**src/rtl/chunk_read_arbiter.sv**
```systemverilog
// chunk_read_arbiter: shares one pipelined chunk block RAM between NUM_VTU
// voxel traversal units. A round-robin arbiter grants one read per cycle, the
// grant is registered into the RAM request stage, and a tag pipeline carries
// the requester id alongside the read so the response reaches the right VTU.
//
// Ports:
//   clk_in, rst_in    clock, asynchronous active-low reset
//   req_valid/addr    per-VTU read request and block address
//   req_ready         one-hot grant (combinational), request accepted this cycle
//   cancel_in         per-VTU: drop every in-flight read of that VTU
//   resp_valid        one-hot response strobe; resp_data broadcast to all VTUs
//   ram_addr/ram_read_enable/ram_out   chunk RAM interface
//   busy              any read issued or in flight
//
// Optional build macro CHUNK_ARB_PERF_EN adds saturating perf_grants and
// perf_stall counters.
//
// Timing: grant at edge t -> ram_read_enable during t+1 -> RAM samples at t+1
// -> ram_out valid RAM_LATENCY cycles after that sample -> resp_valid after
// edge t+RAM_LATENCY+2.

module chunk_read_arbiter #(
  parameter int unsigned NUM_VTU     = 4,
  parameter int unsigned ADDR_W      = 12,
  parameter int unsigned DATA_W      = 4,
  parameter int unsigned RAM_LATENCY = 2
) (
  input  logic                            clk_in,
  input  logic                            rst_in,
  input  logic [NUM_VTU-1:0]              req_valid,
  input  logic [NUM_VTU-1:0][ADDR_W-1:0]  req_addr,
  output logic [NUM_VTU-1:0]              req_ready,
  input  logic [NUM_VTU-1:0]              cancel_in,
  output logic [NUM_VTU-1:0]              resp_valid,
  output logic [DATA_W-1:0]               resp_data,
  output logic [ADDR_W-1:0]               ram_addr,
  output logic                            ram_read_enable,
  input  logic [DATA_W-1:0]               ram_out,
  output logic                            busy
`ifdef CHUNK_ARB_PERF_EN
  ,
  output logic [31:0]                     perf_grants,
  output logic [31:0]                     perf_stall
`endif
);

  localparam int unsigned ID_W = (NUM_VTU > 1) ? $clog2(NUM_VTU) : 1;
  localparam int unsigned NSTG = RAM_LATENCY + 1;

  logic [NUM_VTU-1:0]       eligible;
  logic [ID_W-1:0]          rr_ptr;
  logic [ID_W-1:0]          grant_id;
  logic [ID_W-1:0]          scan_id;
  logic                     grant_any;

  logic                     issue_valid;
  logic [ID_W-1:0]          issue_id;
  logic                     issue_kill;
  logic [NSTG-1:0]          tag_valid;
  logic [NSTG-1:0][ID_W-1:0] tag_id;
  logic [NSTG-1:0]          tag_kill;
  logic [NSTG-1:0]          stage_in_valid;
  logic [NSTG-1:0][ID_W-1:0] stage_in_id;
  logic                     resp_fire;

  // A cancelled requester is never granted in its cancel cycle.
  assign eligible = req_valid & ~cancel_in;

  // Round-robin scan starting just after the last winner.
  always_comb begin
    req_ready = '0;
    grant_any = 1'b0;
    grant_id  = '0;
    scan_id   = '0;
    for (int unsigned off = 1; off <= NUM_VTU; off++) begin
      scan_id = ID_W'((32'(rr_ptr) + off) % NUM_VTU);
      if (!grant_any && eligible[scan_id]) begin
        grant_any = 1'b1;
        grant_id  = scan_id;
      end
    end
    if (grant_any) req_ready[grant_id] = 1'b1;
  end

  // Cancel kills any stage whose id matches, as that stage advances.
  assign issue_kill = cancel_in[issue_id];

  for (genvar g = 0; g < NSTG; g++) begin : g_stage
    assign tag_kill[g] = cancel_in[tag_id[g]];
    if (g == 0) begin : g_first
      assign stage_in_valid[g] = issue_valid & ~issue_kill;
      assign stage_in_id[g]    = issue_id;
    end else begin : g_rest
      assign stage_in_valid[g] = tag_valid[g-1] & ~tag_kill[g-1];
      assign stage_in_id[g]    = tag_id[g-1];
    end
  end

  // A response coinciding with a cancel of the same id is suppressed.
  assign resp_fire = tag_valid[NSTG-1] & ~tag_kill[NSTG-1];

  // Issue stage, tag pipeline, response register.
  always_ff @(posedge clk_in or negedge rst_in) begin
    if (!rst_in) begin
      rr_ptr          <= ID_W'(NUM_VTU - 1);
      issue_valid     <= 1'b0;
      issue_id        <= '0;
      tag_valid       <= '0;
      tag_id          <= '0;
      ram_read_enable <= 1'b0;
      ram_addr        <= '0;
      resp_valid      <= '0;
      resp_data       <= '0;
      busy            <= 1'b0;
    end else begin
      if (grant_any) begin
        rr_ptr   <= grant_id;
        ram_addr <= req_addr[grant_id];
      end
      ram_read_enable <= grant_any;
      issue_valid     <= grant_any;
      issue_id        <= grant_id;
      tag_valid       <= stage_in_valid;
      tag_id          <= stage_in_id;
      resp_valid      <= '0;
      if (resp_fire) begin
        resp_valid[tag_id[NSTG-1]] <= 1'b1;
        resp_data                  <= ram_out;
      end
      busy <= issue_valid | (|tag_valid);
    end
  end

`ifdef CHUNK_ARB_PERF_EN
  logic stall_c;
  assign stall_c = |(eligible & ~req_ready);

  // Saturating grant and stall counters.
  always_ff @(posedge clk_in or negedge rst_in) begin
    if (!rst_in) begin
      perf_grants <= '0;
      perf_stall  <= '0;
    end else begin
      if (grant_any && (perf_grants != 32'hFFFF_FFFF)) perf_grants <= perf_grants + 32'd1;
      if (stall_c && (perf_stall != 32'hFFFF_FFFF))    perf_stall  <= perf_stall + 32'd1;
    end
  end
`endif

endmodule
```
**config.mk**
```make
export PLATFORM = sky130hd
export DESIGN_NAME = chunk_read_arbiter
export DESIGN_NICKNAME = d
export VERILOG_FILES = /design/src/rtl/chunk_read_arbiter.sv
export SDC_FILE = /design/constraint.sdc
export NUM_CORES = 1
export LEC_CHECK = 0
export CAP_MARGIN = 10
export CORE_ASPECT_RATIO = 0.75
export CORE_MARGIN = 5
export CORE_UTILIZATION = 30
export CTS_CLUSTER_DIAMETER = 50
export CTS_CLUSTER_SIZE = 25
export DETAILED_ROUTE_END_ITERATION = 6
export PLACE_DENSITY = 0.7
export SYNTH_ARGS = -nofsm -noshare
export SYNTH_HDL_FRONTEND = slang
export SYNTH_SLANG_ARGS = --single-unit
```
**constraint.sdc**
```tcl
create_clock -name clk_in -period 2.2 [get_ports clk_in]
set_input_delay 0.44 -clock clk_in [delete_from_list [all_inputs] [get_ports clk_in]]
set_output_delay 0.44 -clock clk_in [all_outputs]
set_load 0.01 [all_outputs]
```
==> results.txt, run 1 <==
- Post-DP HPWL: 3920 um
- The floorplan step set the die height to 77.9 um.
* Post-detailed-route DRC marker count: 0
* Share of the cycle needed by the critical path after routing: 99.4%
- The number of antenna violations at the first check in global routing came to 0.
* Total power: 2760 uW
- Along the worst path, the maximum fanout reaches 4.
- After routing, the total negative slack on setup checks comes to 0 ps.
* Unrepaired setup endpoints after global routing: yes
- Count of vias placed by the detailed router: 1,627
- After floorplanning, the core was sized to cover 5890 um^2.
* Top FF cell, synth: sky130_fd_sc_hd__dfrtp_1
- The top cell types in the final layout, fill and taps aside, are 74 x sky130_fd_sc_hd__clkdlybuf4s50_1, 33 x sky130_fd_sc_hd__dfrtp_1, 29 x sky130_fd_sc_hd__buf_4.
- Largest net degree at the start of global routing: 36
- In this run the remaining antenna-violating nets after routing total 0.
- The number of placed instances, taps included, is 327.
* TritonCTS clock tree: built
- Number of levels in the clock H-tree: 2
- Between clock sinks in the finished design, the worst skew comes to 7.06 ps.
- From synthesis to final layout, the design area changed by 72.1%.
- The Yosys step of the flow raised 0 warnings.
- The die is 101 um wide.
* Port buffer count: 87
- Number of nets in the layout: 326
- Final Max Slew Viols: 0
* Library cells used by synthesis: 42
- Hold Crit Class: input pin to asynchronous set/reset pin
- Row generation in the floorplan step produced 24 rows.
- Type of the worst setup path: register to output pin
* Cell Count, Final, Fillers Out: 343
- Global routing used 13.2% of the available tracks.
- Cell count of the worst reg-to-reg path: 8
- The tightest hold path in the finished design has a slack of 235 ps.
- First drt pass iteration count: 3
- Starting utilization of the core area: 31.4%
* Data arrival at the endpoint of the critical path: 1750 ps
- The run finished with clean final reports.
* Mean instance size in the synthesized netlist: 12.6 um^2
- 0 antenna diodes ended up in the layout.
* Maximum VDD drop: 426 uV
* Register bit count reported by yosys: 35
* Number of clock buffers inserted by TritonCTS: 5
- Actual transition at the worst max-transition pin: 805 ps
- Number of global-route vias before repair: 1,709
- Global-route congestion overflow total: 0
- Counting every instance in the synthesized netlist gives 146.
- Total setup violations reported at the end of the flow: 0
- The clock reaches the later pin of the worst-skew pair after 290 ps.
- After clock tree synthesis, the clock-pin slew on the worst setup and hold paths is 80 ps.
- Wirelength per Cell: 15.0 um
* Power per cell area: 868 nW/um^2
- Net Count, Synth: 208
* Syn Std Cell Area: 1850 um^2
- Area of all placed cells without fillers: 3180 um^2
- For this block, the initial DRC count from the detailed router was 35.
- STA classifies the critical path endpoint as an output pin.
- Mean number of vias per cell: 4.74
* Max-capacitance violation count: 0
* Layout cell share with drive strength beyond 1: 30.6%
- STA puts the critical path data required time at 1760 ps.
- Die footprint: 7840 um^2
* Global-route wire length before repair: 8180 um
- Cell Area, Placed: 2930 um^2
* Fmax achieved: 457 MHz
- Remaining max-slew budget at the tightest pin: 46.3%
- The count of final hold-check violations was 0.
* Crit path time final: 2190 ps
* Total length of routed wires: 5140 um
- Leakage Power: 0.00132 uW
- Final GP Congestion: 0.750
- Counting flops with an async set or reset pin after synthesis yields a share of 100%.
* Most common library cell in the layout ignoring fill and taps: sky130_fd_sc_hd__clkdlybuf4s50_1
- The worst setup path is launched from a register.
- Root cell of the clock tree: sky130_fd_sc_hd__clkbuf_8
- Clock tree sinks: 35
- Yosys mapped a number of flops with a built-in enable equal to 0.
- I/O pin cnt: 88
* Max Buffers Root-to-Sink: 2
* Sequential element share of the synthesized area: 47.6%
## power breakdown
group / switching (uW) / internal, uW
clock: 249 / 220
sequential: 124 / 850
combinational: 523 / 792
## path summary, 6_finish.rpt
| kind | to | slack [ps] | startpoint |
|---|---|---|---|
| max | req_ready[0] | 10 | rr_ptr[0] |
| min | ram_addr[8] | 240 | rst_in |
| max reg2reg | ram_addr[3] | 150 | rr_ptr[0] |
| min reg2reg | tag_id[4] | 400 | stage_in_id[4] |
| max in group asynchronous | tag_valid[0] | 1450 | rst_in |
| min in group clk_in | tag_id[4] | 400 | stage_in_id[4] |
## cells in the mapped netlist (2+ instances only)
master / count / area [um^2]
sky130_fd_sc_hd__a211oi_2: 2 / 25.0
sky130_fd_sc_hd__clkbuf_1: 2 / 7.51
sky130_fd_sc_hd__dfrtp_1: 33 / 826
sky130_fd_sc_hd__mux2_2: 3 / 33.8
sky130_fd_sc_hd__a21boi_0: 8 / 60.1
sky130_fd_sc_hd__nor3b_1: 2 / 15.0
sky130_fd_sc_hd__nor3_1: 2 / 10.0
sky130_fd_sc_hd__buf_2: 3 / 15.0
sky130_fd_sc_hd__a221oi_1: 4 / 35.0
sky130_fd_sc_hd__nor2b_1: 6 / 37.5
sky130_fd_sc_hd__o21ai_0: 2 / 10.0
sky130_fd_sc_hd__nand2b_1: 4 / 25.0
sky130_fd_sc_hd__nor2_1: 14 / 52.6
sky130_fd_sc_hd__mux2i_1: 16 / 160
sky130_fd_sc_hd__mux4_2: 4 / 90.1
sky130_fd_sc_hd__buf_4: 3 / 22.5
sky130_fd_sc_hd__dfstp_2: 2 / 52.6
sky130_fd_sc_hd__a211oi_1: 6 / 45.0
sky130_fd_sc_hd__a2111oi_0: 6 / 52.6
sky130_fd_sc_hd__a2111oi_4: 2 / 55.1
## registers in the layout, indices dropped and copies added (netlist names), 2 cells and up
| signal | cells |
|---|---|
| tag_id | 2 |
| rr_ptr | 2 |
| tag_valid | 3 |
| ram_addr | 12 |
| resp_data | 4 |
| stage_in_id | 4 |
| resp_valid | 4 |
| issue_id | 2 |
## worst max-delay path, stage by stage (launching register included)
cell	delay [ps]
sky130_fd_sc_hd__dfstp_2	550
sky130_fd_sc_hd__nand4bb_1	130
sky130_fd_sc_hd__a21boi_2	180
sky130_fd_sc_hd__o211ai_2	130
sky130_fd_sc_hd__buf_6	160
sky130_fd_sc_hd__nor3_4	170
sky130_fd_sc_hd__buf_2	150
## per-stage QoR
| step | utilization [%] | setup WS, ps |
|---|---|---|
| floorplan | - | 154 |
| global placement | 49.7 | -589 |
| detailed placement | 49.7 | -631 |
| CTS | 52.5 | -17.1 |
| global route | 54.0 | -93.6 |
| finish | 54.0 | 12.6 |
## cell type report
cell class,count,area (um^2)
inverters,2,7.51
fillers,549,2710
flip-flops and latches,35,878
well taps,78,97.6
clock inverters,3,20.0
repair buffers,121,1120
multi-input cells,99,978
clock buffers,5,68.8
## kinds of logic after synthesis
logic type	count (synthesis)	share of synthesized area [%]
AND/OR/NAND/NOR	40	13.2
multiplexers	24	16.0
AO/OA/AOI/OAI	35	18.6
flip-flops	35	47.6
buffers and inverters	12	4.54
## timing repair
action,4_1_cts,5_1_grt
gates cloned,0,0
setup buffers,4,4
pin swaps,8,3
endpoints found under the setup margin,8,6
gates resized for setup,39,10
hold buffers,0,0
hold endpoints to repair,0,0
## routing by layer
layer	share of wire [%]	vias to the layer above	global-route usage, %
li1	-	787	-
met1	43	788	16.6
met2	50	47	21.9
met3	6.6	5	4.48
met4	0.82	0	3.23
met5	0	-	0
No activity file was read; power rests on OpenSTA's default activity.
==> run 2, diff against run 1 <==
--- a/config.mk
+++ b/config.mk
@@ -8,11 +8,11 @@
 export CAP_MARGIN = 10
 export CORE_ASPECT_RATIO = 0.75
 export CORE_MARGIN = 5
-export CORE_UTILIZATION = 30
+export CORE_UTILIZATION = 28
 export CTS_CLUSTER_DIAMETER = 50
 export CTS_CLUSTER_SIZE = 25
 export DETAILED_ROUTE_END_ITERATION = 6
-export PLACE_DENSITY = 0.7
+export PLACE_DENSITY = 0.67
 export SYNTH_ARGS = -nofsm -noshare
 export SYNTH_HDL_FRONTEND = slang
 export SYNTH_SLANG_ARGS = --single-unit
==> results.txt, run 2 (synthesis results as in run 1) <==
- The flow ran to the end, and the final reports show no timing, DRC or antenna violations.
- Count of vias placed by the detailed router: 1,638
- The initialized floorplan defines 25 standard-cell rows.
- Width of the chip: 104 um
- Multi-input logic area: 1000 um^2
- STA classifies the critical path endpoint as an output pin.
- Hold Crit Class: input pin to asynchronous set/reset pin
* First drt pass iteration count: 4
* Wirelength per Cell: 15.3 um
- Clock tree synthesis inserted a total of 5 buffers.
- IR analysis of the VDD net gives a maximum drop of 393 uV.
* Number of nets in the layout: 326
* Remaining max-slew budget at the tightest pin: 47.4%
* Number of buffers inserted by hold repair at cts: 0
* I/O pin cnt: 88
- Unrepaired setup endpoints after global routing: yes
- Sequential cells account for 32.7% of the total power.
* Cell Count, Final, Fillers Out: 346
* Type of the worst setup path: register to output pin
- Root cell of the clock tree: sky130_fd_sc_hd__clkbuf_8
- Total power: 2990 uW
- Cell Area, Placed: 2920 um^2
* Global-route congestion overflow total: 0
- From synthesis to final layout, the design area changed by 75.7%.
- Clock tree sinks: 35
- Mean number of vias per cell: 4.73
* Post-DP HPWL: 4080 um
- Most common library cell in the layout ignoring fill and taps: sky130_fd_sc_hd__clkdlybuf4s50_1
* Startpoint kind of the worst setup timing path: register
- CTS built an H-tree with a depth of 2.
- Final Hold Violating Endpoints: 0
- In this run, the combinational gates consume 44.2% of the power.
- Worst-skew pair later-pin latency: 290 ps
* Diodes inserted: 0
* Maximum fanout along the worst path: 7
- Number of cells in the design after placement: 328
* Most frequent cells in the layout: 74 x sky130_fd_sc_hd__clkdlybuf4s50_1, 33 x sky130_fd_sc_hd__dfrtp_1, 29 x sky130_fd_sc_hd__buf_4
* Max Buffers Root-to-Sink: 2
* Actual transition at the worst max-transition pin: 789 ps
- Maximum clock skew at final layout: 11.1 ps
- Of the total power, the share spent switching nets is 29.9%.
- Port buffer count: 87
* Pint: 2090 uW
- Initial DRC count: 50
- Final GP Congestion: 0.741
- Die footprint: 8330 um^2
- Register clock-pin slew on the reported worst setup and hold paths: 80 ps
- In the global route stage, overall resource usage came out at 12.8%.
- Switching power of the nets: 892 uW
- Data arrival at the endpoint of the critical path: 1720 ps
- The via count of the first global-routing pass was 1,789.
* Total length of routed wires: 5310 um
- Max-cap violations in this run came to 0.
* Fillers: 572
- Power per cell area: 921 nW/um^2
* Power share of the clock group: 23.1%
- Data on the critical path is required at its endpoint by 1760 ps.
- With fillers left out, the area of the finished cells amounts to 3240 um^2.
- Setup TNS Final: 0 ps
* Starting utilization of the core area: 29.1%
* Placeable core region: 6350 um^2
* Share of the cycle needed by the critical path after routing: 98.0%
- In the routed design, unresolved DRC markers number 0.
- The final number of max-transition violations was 0.
- Die boundary height: 80.3 um
* TritonCTS clock tree: built
- The count of nets left with antenna violations once routing finished came out at 0.
* Antenna violations before repair: 0
- The register with the most flip-flops in the layout has 12 of them.
- The tightest hold path in the finished design has a slack of 233 ps.
- Based on the critical path, the design can be clocked at up to 464 MHz.
- Cells with a size suffix above 1 make up 30.9% of the layout.
- Registers take 878 um^2.
* Leakage Power: 0.00136 uW
* Total setup violations reported at the end of the flow: 0
* Crit path time final: 2160 ps
* Largest net degree at the start of global routing: 36
- More flip-flops sit in one register than any other, and that register is ram_addr.
- Global-route wire length before repair: 8580 um
run 2: worst max-delay path, cell delays in order (launching register included):
cell and delay, ps:
sky130_fd_sc_hd__dfstp_2 600, sky130_fd_sc_hd__nand4bb_4 130, sky130_fd_sc_hd__buf_6 140, sky130_fd_sc_hd__o221ai_4 50, sky130_fd_sc_hd__and2_4 220, sky130_fd_sc_hd__and3_4 190, sky130_fd_sc_hd__buf_6 100
run 2: path summary, 6_finish.rpt:
path,start,end,slack (ps),cells past startpoint
worst min-delay path,rst_in,resp_data[2],230,1
worst min register to register,issue_id[0],stage_in_id[2],390,0
min in group clk_in,issue_id[0],stage_in_id[2],390,0
worst max register to register,rr_ptr[0],ram_addr[2],90,7
worst max-delay path,rr_ptr[1],req_ready[3],40,6
max in group asynchronous,rst_in,ram_addr[4],1460,1
run 2: stage by stage:
stage | util (%) | setup slack (ps)
final | 51.1 | 44.6
after floorplan | - | 154
after global routing | 51.1 | -45.8
after CTS | 49.9 | -30.2
after global placement | 45.9 | -664
after detailed placement | 45.9 | -709
run 2: power groups by stage:
stage,sequential (uW),clock (uW),combinational [uW]
floorplan,1040,0,503
global placement,979,0,1180
detailed placement,988,0,1190
CTS,973,713,1280
global route,1010,740,1430
finish,976,690,1320
run 2: layer usage:
| metal | global-route usage, % | up-vias | wire length (um) |
|---|---|---|---|
| li1 | - | 788 | - |
| met1 | 15.6 | 787 | 2270 |
| met2 | 20.7 | 57 | 2560 |
| met4 | 4.79 | 0 | 59 |
| met5 | 0 | - | 0 |
| met3 | 4.90 | 6 | 420 |
run 2: final cells by class:
| type | count | area share [%] |
|---|---|---|
| clock buffers | 5 | 2.12 |
| clock inverters | 3 | 2.08 |
| inverters | 2 | 0.231 |
| multi-input cells | 99 | 30.9 |
| flip-flops and latches | 35 | 27.1 |
| well taps | 81 | 3.12 |
| repair buffers | 121 | 34.4 |
run 2: repair_timing:
item                       CTS  global route
setup buffers                8             2
pin swaps                    6             5
setup endpoints to repair   13             6
gates resized for setup     40            13
